[src/rtl/par_task_tracker.sv]
`default_nettype none
// ============================================================================
//  Module      : par_task_tracker
//  Description : Launches up to NUM_TASKS parallel countdown timers with one
//                start strobe and reports per-task, first and last completion.
//  Revision    : 1.0 - initial release
// ============================================================================
module par_task_tracker #(
    parameter int  NUM_TASKS = 3,
    parameter int  DLY_W     = 8,
    localparam int ID_W      = (NUM_TASKS > 1) ? $clog2(NUM_TASKS) : 1
) (
    input  logic                       clk,
    input  logic                       rst,
    input  logic                       start,
    input  logic                       abort,
    input  logic [NUM_TASKS-1:0]       task_en,
    input  logic [NUM_TASKS*DLY_W-1:0] dly,
    output logic                       busy,
    output logic [NUM_TASKS-1:0]       task_done,
    output logic                       any_done,
    output logic [ID_W-1:0]            first_id,
    output logic                       all_done,
    output logic [NUM_TASKS-1:0]       done_vec
);

    localparam logic [0:0] ST_IDLE = 1'b0;
    localparam logic [0:0] ST_RUN  = 1'b1;

    logic [0:0]                        state_q, state_d;
    logic [NUM_TASKS-1:0][DLY_W-1:0]   cnt_q, cnt_d;
    logic [NUM_TASKS-1:0]              pend_q, pend_d;
    logic [NUM_TASKS-1:0]              done_vec_q, done_vec_d;
    logic                              first_seen_q, first_seen_d;
    logic [ID_W-1:0]                   first_id_q, first_id_d;

    logic                              w_active;
    logic                              w_launch;
    logic                              w_any;
    logic                              w_last;
    logic [NUM_TASKS-1:0]              w_fin;
    logic [ID_W-1:0]                   w_first_idx;

    // State and datapath registers; reset overrides start and abort.
    always_ff @(posedge clk) begin
        if (rst) begin
            state_q      <= ST_IDLE;
            cnt_q        <= '0;
            pend_q       <= '0;
            done_vec_q   <= '0;
            first_seen_q <= 1'b0;
            first_id_q   <= '0;
        end else begin
            state_q      <= state_d;
            cnt_q        <= cnt_d;
            pend_q       <= pend_d;
            done_vec_q   <= done_vec_d;
            first_seen_q <= first_seen_d;
            first_id_q   <= first_id_d;
        end
    end

    // Completion detection; abort masks every completion in its cycle and the
    // descending scan leaves the lowest finishing index in w_first_idx.
    always_comb begin
        w_active    = (state_q == ST_RUN) && !abort;
        w_fin       = '0;
        w_first_idx = '0;
        for (int i = NUM_TASKS - 1; i >= 0; i--) begin
            if (w_active && pend_q[i] && (cnt_q[i] == '0)) begin
                w_fin[i]    = 1'b1;
                w_first_idx = ID_W'(i);
            end
        end
        w_any    = (|w_fin) && !first_seen_q;
        w_last   = (|w_fin) && ((pend_q & ~w_fin) == '0);
        w_launch = (state_q == ST_IDLE) && start && (|task_en);
    end

    // Next-state logic: launch needs at least one enabled task; RUN ends on
    // abort or when the last pending task finishes.
    always_comb begin
        state_d = state_q;
        case (state_q)
            ST_IDLE: if (w_launch) state_d = ST_RUN;
            ST_RUN:  if (abort || w_last) state_d = ST_IDLE;
            default: state_d = ST_IDLE;
        endcase
    end

    // Datapath update: load on launch, count down pending timers in RUN.
    // Counters stop at zero so the maximum delay never wraps.
    always_comb begin
        cnt_d        = cnt_q;
        pend_d       = pend_q;
        done_vec_d   = done_vec_q;
        first_seen_d = first_seen_q;
        first_id_d   = first_id_q;
        if (w_launch) begin
            for (int i = 0; i < NUM_TASKS; i++) begin
                cnt_d[i] = dly[i*DLY_W +: DLY_W];
            end
            pend_d       = task_en;
            done_vec_d   = '0;
            first_seen_d = 1'b0;
            first_id_d   = '0;
        end else if (state_q == ST_RUN) begin
            if (abort) begin
                pend_d = '0;
            end else begin
                for (int i = 0; i < NUM_TASKS; i++) begin
                    if (pend_q[i] && (cnt_q[i] != '0)) begin
                        cnt_d[i] = cnt_q[i] - 1'b1;
                    end
                end
                pend_d     = pend_q & ~w_fin;
                done_vec_d = done_vec_q | w_fin;
                if (w_any) begin
                    first_seen_d = 1'b1;
                    first_id_d   = w_first_idx;
                end
            end
        end
    end

    // Outputs: completion pulses are visible in the completing cycle itself,
    // and everything reads zero while reset is held.
    always_comb begin
        busy      = !rst && (state_q == ST_RUN);
        task_done = rst ? '0 : w_fin;
        any_done  = !rst && w_any;
        all_done  = !rst && w_last;
        done_vec  = rst ? '0 : (done_vec_q | w_fin);
        first_id  = rst ? '0 : (w_any ? w_first_idx : first_id_q);
    end

endmodule
`default_nettype wire

[config.mk]
export PLATFORM = sky130hd
export DESIGN_NAME = par_task_tracker
export DESIGN_NICKNAME = d
export VERILOG_FILES = /design/src/rtl/par_task_tracker.sv
export SDC_FILE = /design/constraint.sdc
export NUM_CORES = 1
export LEC_CHECK = 0
export ABC_CLOCK_PERIOD_IN_PS = 2300
export BUFFER_PORTS_ARGS = -buffer_cell sky130_fd_sc_hd__buf_4
export CAP_MARGIN = 20
export CORE_MARGIN = 5
export CORE_UTILIZATION = 44
export CTS_BUF_LIST = sky130_fd_sc_hd__clkbuf_4 sky130_fd_sc_hd__clkbuf_8 sky130_fd_sc_hd__clkbuf_16
export DETAILED_ROUTE_END_ITERATION = 8
export GPL_TIMING_DRIVEN = 0
export PLACE_DENSITY_LB_ADDON = 0.12
export SYNTH_ARGS = -nofsm -noshare
export SYNTH_HDL_FRONTEND = slang
export SYNTH_SLANG_ARGS = --single-unit
[constraint.sdc]
create_clock -name clk -period 2.3 [get_ports clk]
set_input_delay 0.345 -clock clk [delete_from_list [all_inputs] [get_ports clk]]
set_output_delay 0.345 -clock clk [all_outputs]
set_load 0.02 [all_outputs]
==> metrics.md <==
| Metric | Value |
|---|---|
| Outcome | `finished, final reports clean` |
| Worst Setup SP | `cnt_q[16]$_SDFFE_PP0P_` |
| Seq cells post-synth | `34` |
| Final Net Count | `340` |
| Reg2Reg Launch Point | `cnt_q[8]$_SDFFE_PP0P_` |
| TritonCTS buffer count | `5` |
| Mapped Area | `0.00202 mm^2` |
| Routed WL | `5480 um` |
| CP peak stage delay | `0.35 ns` |
| Crit Path Max Fanout | `8` |
| Mux contribution to synthesized area | `0%` |
| Peak VDD IR | `372 uV` |
| Hold Fails Final Rpt | `0` |
| Fmax | `0.449 GHz` |
| H-Tree Depth | `2` |
| Pwr Density | `around 640 mW/mm^2` |
| Crit path max-delay cell type | `dfxtp_1` |
| DRC viols | `0` |
| Most common cell after layout, fill and taps aside | `buf_4` |
| Reg2reg path depth | `9` |
| Max cap viols | `0` |
| Crit end category | `output port` |
| # diodes | `0` |
| Largest net degree at the start of global routing | `13` |
| Post-synth top area share | `33.7%` |
| RSZ-0062 raised after global routing | `yes` |
| Worst Hold Path Cells | `3` |
| Met1 GRT Util | `24.6%` |
| CTS Sinks | `34` |
| CTS max path bufs | `2` |
| Vias in the first global route | `between 1,500 and 2,000` |
| RR Endpoint | `cnt_q[15]$_SDFFE_PP0P_` |
| Worst EP required | `1.96 ns` |
| GR Util met2 | `28.9%` |
| Busiest layer in global routing | `met2` |
| Synth unique cells | `47` |
| Final HPWL DP | `3680 um` |
| Sequential area share after synthesis | `33.7%` |
| Slew margin rel. | `approximately 58%` |
| # rows | `24` |
| Worst-path cell chain | `inv_1 -> ha_1 -> nor2b_4 -> nand4_4 -> a21o_1 -> a32oi_1 -> nor2_1 -> buf_4` |
| Pins Over Slew Limit | `0` |
| Worst Setup EP | `first_id[0]` |
| Area delta synth->final | `36.3%` |
| Final min period | `around 2.2 ns` |
| Chip Height | `77.7 um` |
| TritonRoute pass-1 iters | `4` |
| Port Buffer Count | `approximately 40` |
| Worst EP arrival | `1.88 ns` |
| Synth Area in Simple Gates | `29.1%` |
| GRT Total Usage | `18.2%` |
| Combinational family with the most area after synthesis | `simple AND/OR/NAND/NOR gates` |
| Hold slack final | `0.282 ns` |
| Post-Synth XOR/XNOR Area | `7.81%` |
| Antenna-violating nets left | `0` |
| Leakage power | `1.07 nW` |
| Global-route wire length before repair | `around 9000 um` |
| Number of synthesized flops with an enable pin | `0` |
| Synth area leader | `dfxtp_1` |
| Layout cell share with drive strength beyond 1 | `35.2%` |
| I/O pin total | `42` |
| Synth Area in Compound Gates | `about 22%` |
| DRT iter0 DRCs | `98` |
| Vias per cell | `5.46` |
| Full die area | `0.00604 mm^2` |
| Commonest cells after routing, fill and taps aside | `61 x buf_4, 39 x nor2_1, 29 x dfxtp_1, 15 x nand2_1, 15 x a211oi_1` |
| Clk_lat worst skew | `0.30 ns` |
| Placeable Area | `roughly 0.0044 mm^2` |
| Via count | `1,944` |
| Fin crit share | `96.8%` |
| Synth Area in Adders | `3.72%` |
| Worst Setup Start Kind | `register` |
| Overall Power | `1.77 mW` |
| Worst setup path category | `register to output port` |
| Clock Skews | `0.00907 ns` |
| CTS tree | `yes` |
| DR WL/cell | `15.4 um` |
| Root buf cell | `clkbuf_8` |
| Grt total ovfl | `0` |
| GPL Wtd Cong | `between 0.7 and 0.8` |
| Final setup fails | `0` |
| Synthesis Warnings | `0` |
| Post-synthesis cell count | `235` |
| Initial core utilization | `45.7%` |
| Die width | `77.7 um` |
| R2R setup slack | `0.33 ns` |
| Min-Delay Path Class | `input port to register` |
| Initial antenna violation count | `0` |
| Area contributors post-synth | `dfxtp_1 34%, nor2_1 7.4%, a211oi_1 5.6%` |
| Most common flop cell mapped by yosys | `dfxtp_1` |
| Post-synth ARST share | `0%` |
| Clk slew on worst S/H paths | `0.08 ns` |
| Worst-margin pin slew | `0.636 ns` |
| Met3 usage in global routing | `4.75%` |
| Post-Syn Area per Cell | `about 8.6 um^2` |
| Syn Nets | `272` |
| CTS Hold Bufs | `0` |
kinds of logic after synthesis:
group / after synthesis
fa+ha+maj: 6
simple gates: 101
xor+xnor: 18
flops: 34
compound gates: 55
buf+inv: 21
how the worst min path moves through the flow:
stage | to | from
after global routing | cnt_q[1]$_SDFFE_PP0P_ | dly[1]
after floorplan | cnt_q[17]$_SDFFE_PP0P_ | dly[17]
after CTS | cnt_q[1]$_SDFFE_PP0P_ | dly[1]
final | cnt_q[1]$_SDFFE_PP0P_ | dly[1]
after detailed placement | first_id_q[1]$_SDFFE_PP0N_ | first_id_q[1]$_SDFFE_PP0N_
after global placement | cnt_q[6]$_SDFFE_PP0P_ | cnt_q[6]$_SDFFE_PP0P_
critical path: cells and delay by family, from the launching register on:
family,cells,cell delay (ns)
compound gates,2,0.36
fa+ha+maj,1,0.16
buf+inv,2,0.25
flops,1,0.35
simple gates,3,0.47
routing by layer:
metal | vias to the layer above | wire (um)
li1 | 987 | -
met1 | 916 | 2630
met2 | 37 | 2580
met3 | 4 | 225
met4 | 0 | 36
met5 | - | 0
power breakdown:
part	switching, mW	internal [mW]
logic	0.195	0.190
registers	0.0606	0.633
clock network	0.253	0.435
synth_stat cells, types with 3 or more instances:
cell       n
nor3_1    10
dfxtp_1   34
a21oi_1   11
clkbuf_1   7
buf_2      3
nand3b_1   3
a211oi_2   6
inv_1     11
a211oi_1  15
nor2_1    40
a31oi_1    3
o211ai_1   4
xnor2_1    6
nand3_1    7
xor2_1    12
nand2_1   15
ha_1       6
repair_timing:
action,in CTS,in global routing
setup endpoints to repair,6,4
pin swaps,3,8
gates resized for setup,6,15
setup buffers,7,13
final cells by class:
cell class	count	area, um^2
plain buffers	10	41.3
clock buffers	5	68.8
clock inverters	3	68.8
fillers	378	1660
inverters	11	43.8
multi-input cells	180	1320
flip-flops and latches	34	689
well taps	52	65.1
repair buffers	61	458
through the flow:
step                area [um^2]  setup TNS [ns]  setup WS (ns)  utilization [%]  std cells
floorplan                  2020               0          0.354                -        235
finish                     2750               0         0.0729             62.3        356
CTS                        2610               0        0.00356             59.2        343
global placement           2390               0          0.119             54.2        328
global route               2750         -0.0666        -0.0347             62.3        356
detailed placement         2390               0         0.0928             54.2        328
sequential cells by signal, summed over array words and instances (netlist names):
signal,flops
cnt_q,24
done_vec_q,3
first_id_q,2
first_seen_q,1
pend_q,3
state_q,1
Power figures use the tool's default switching activity.
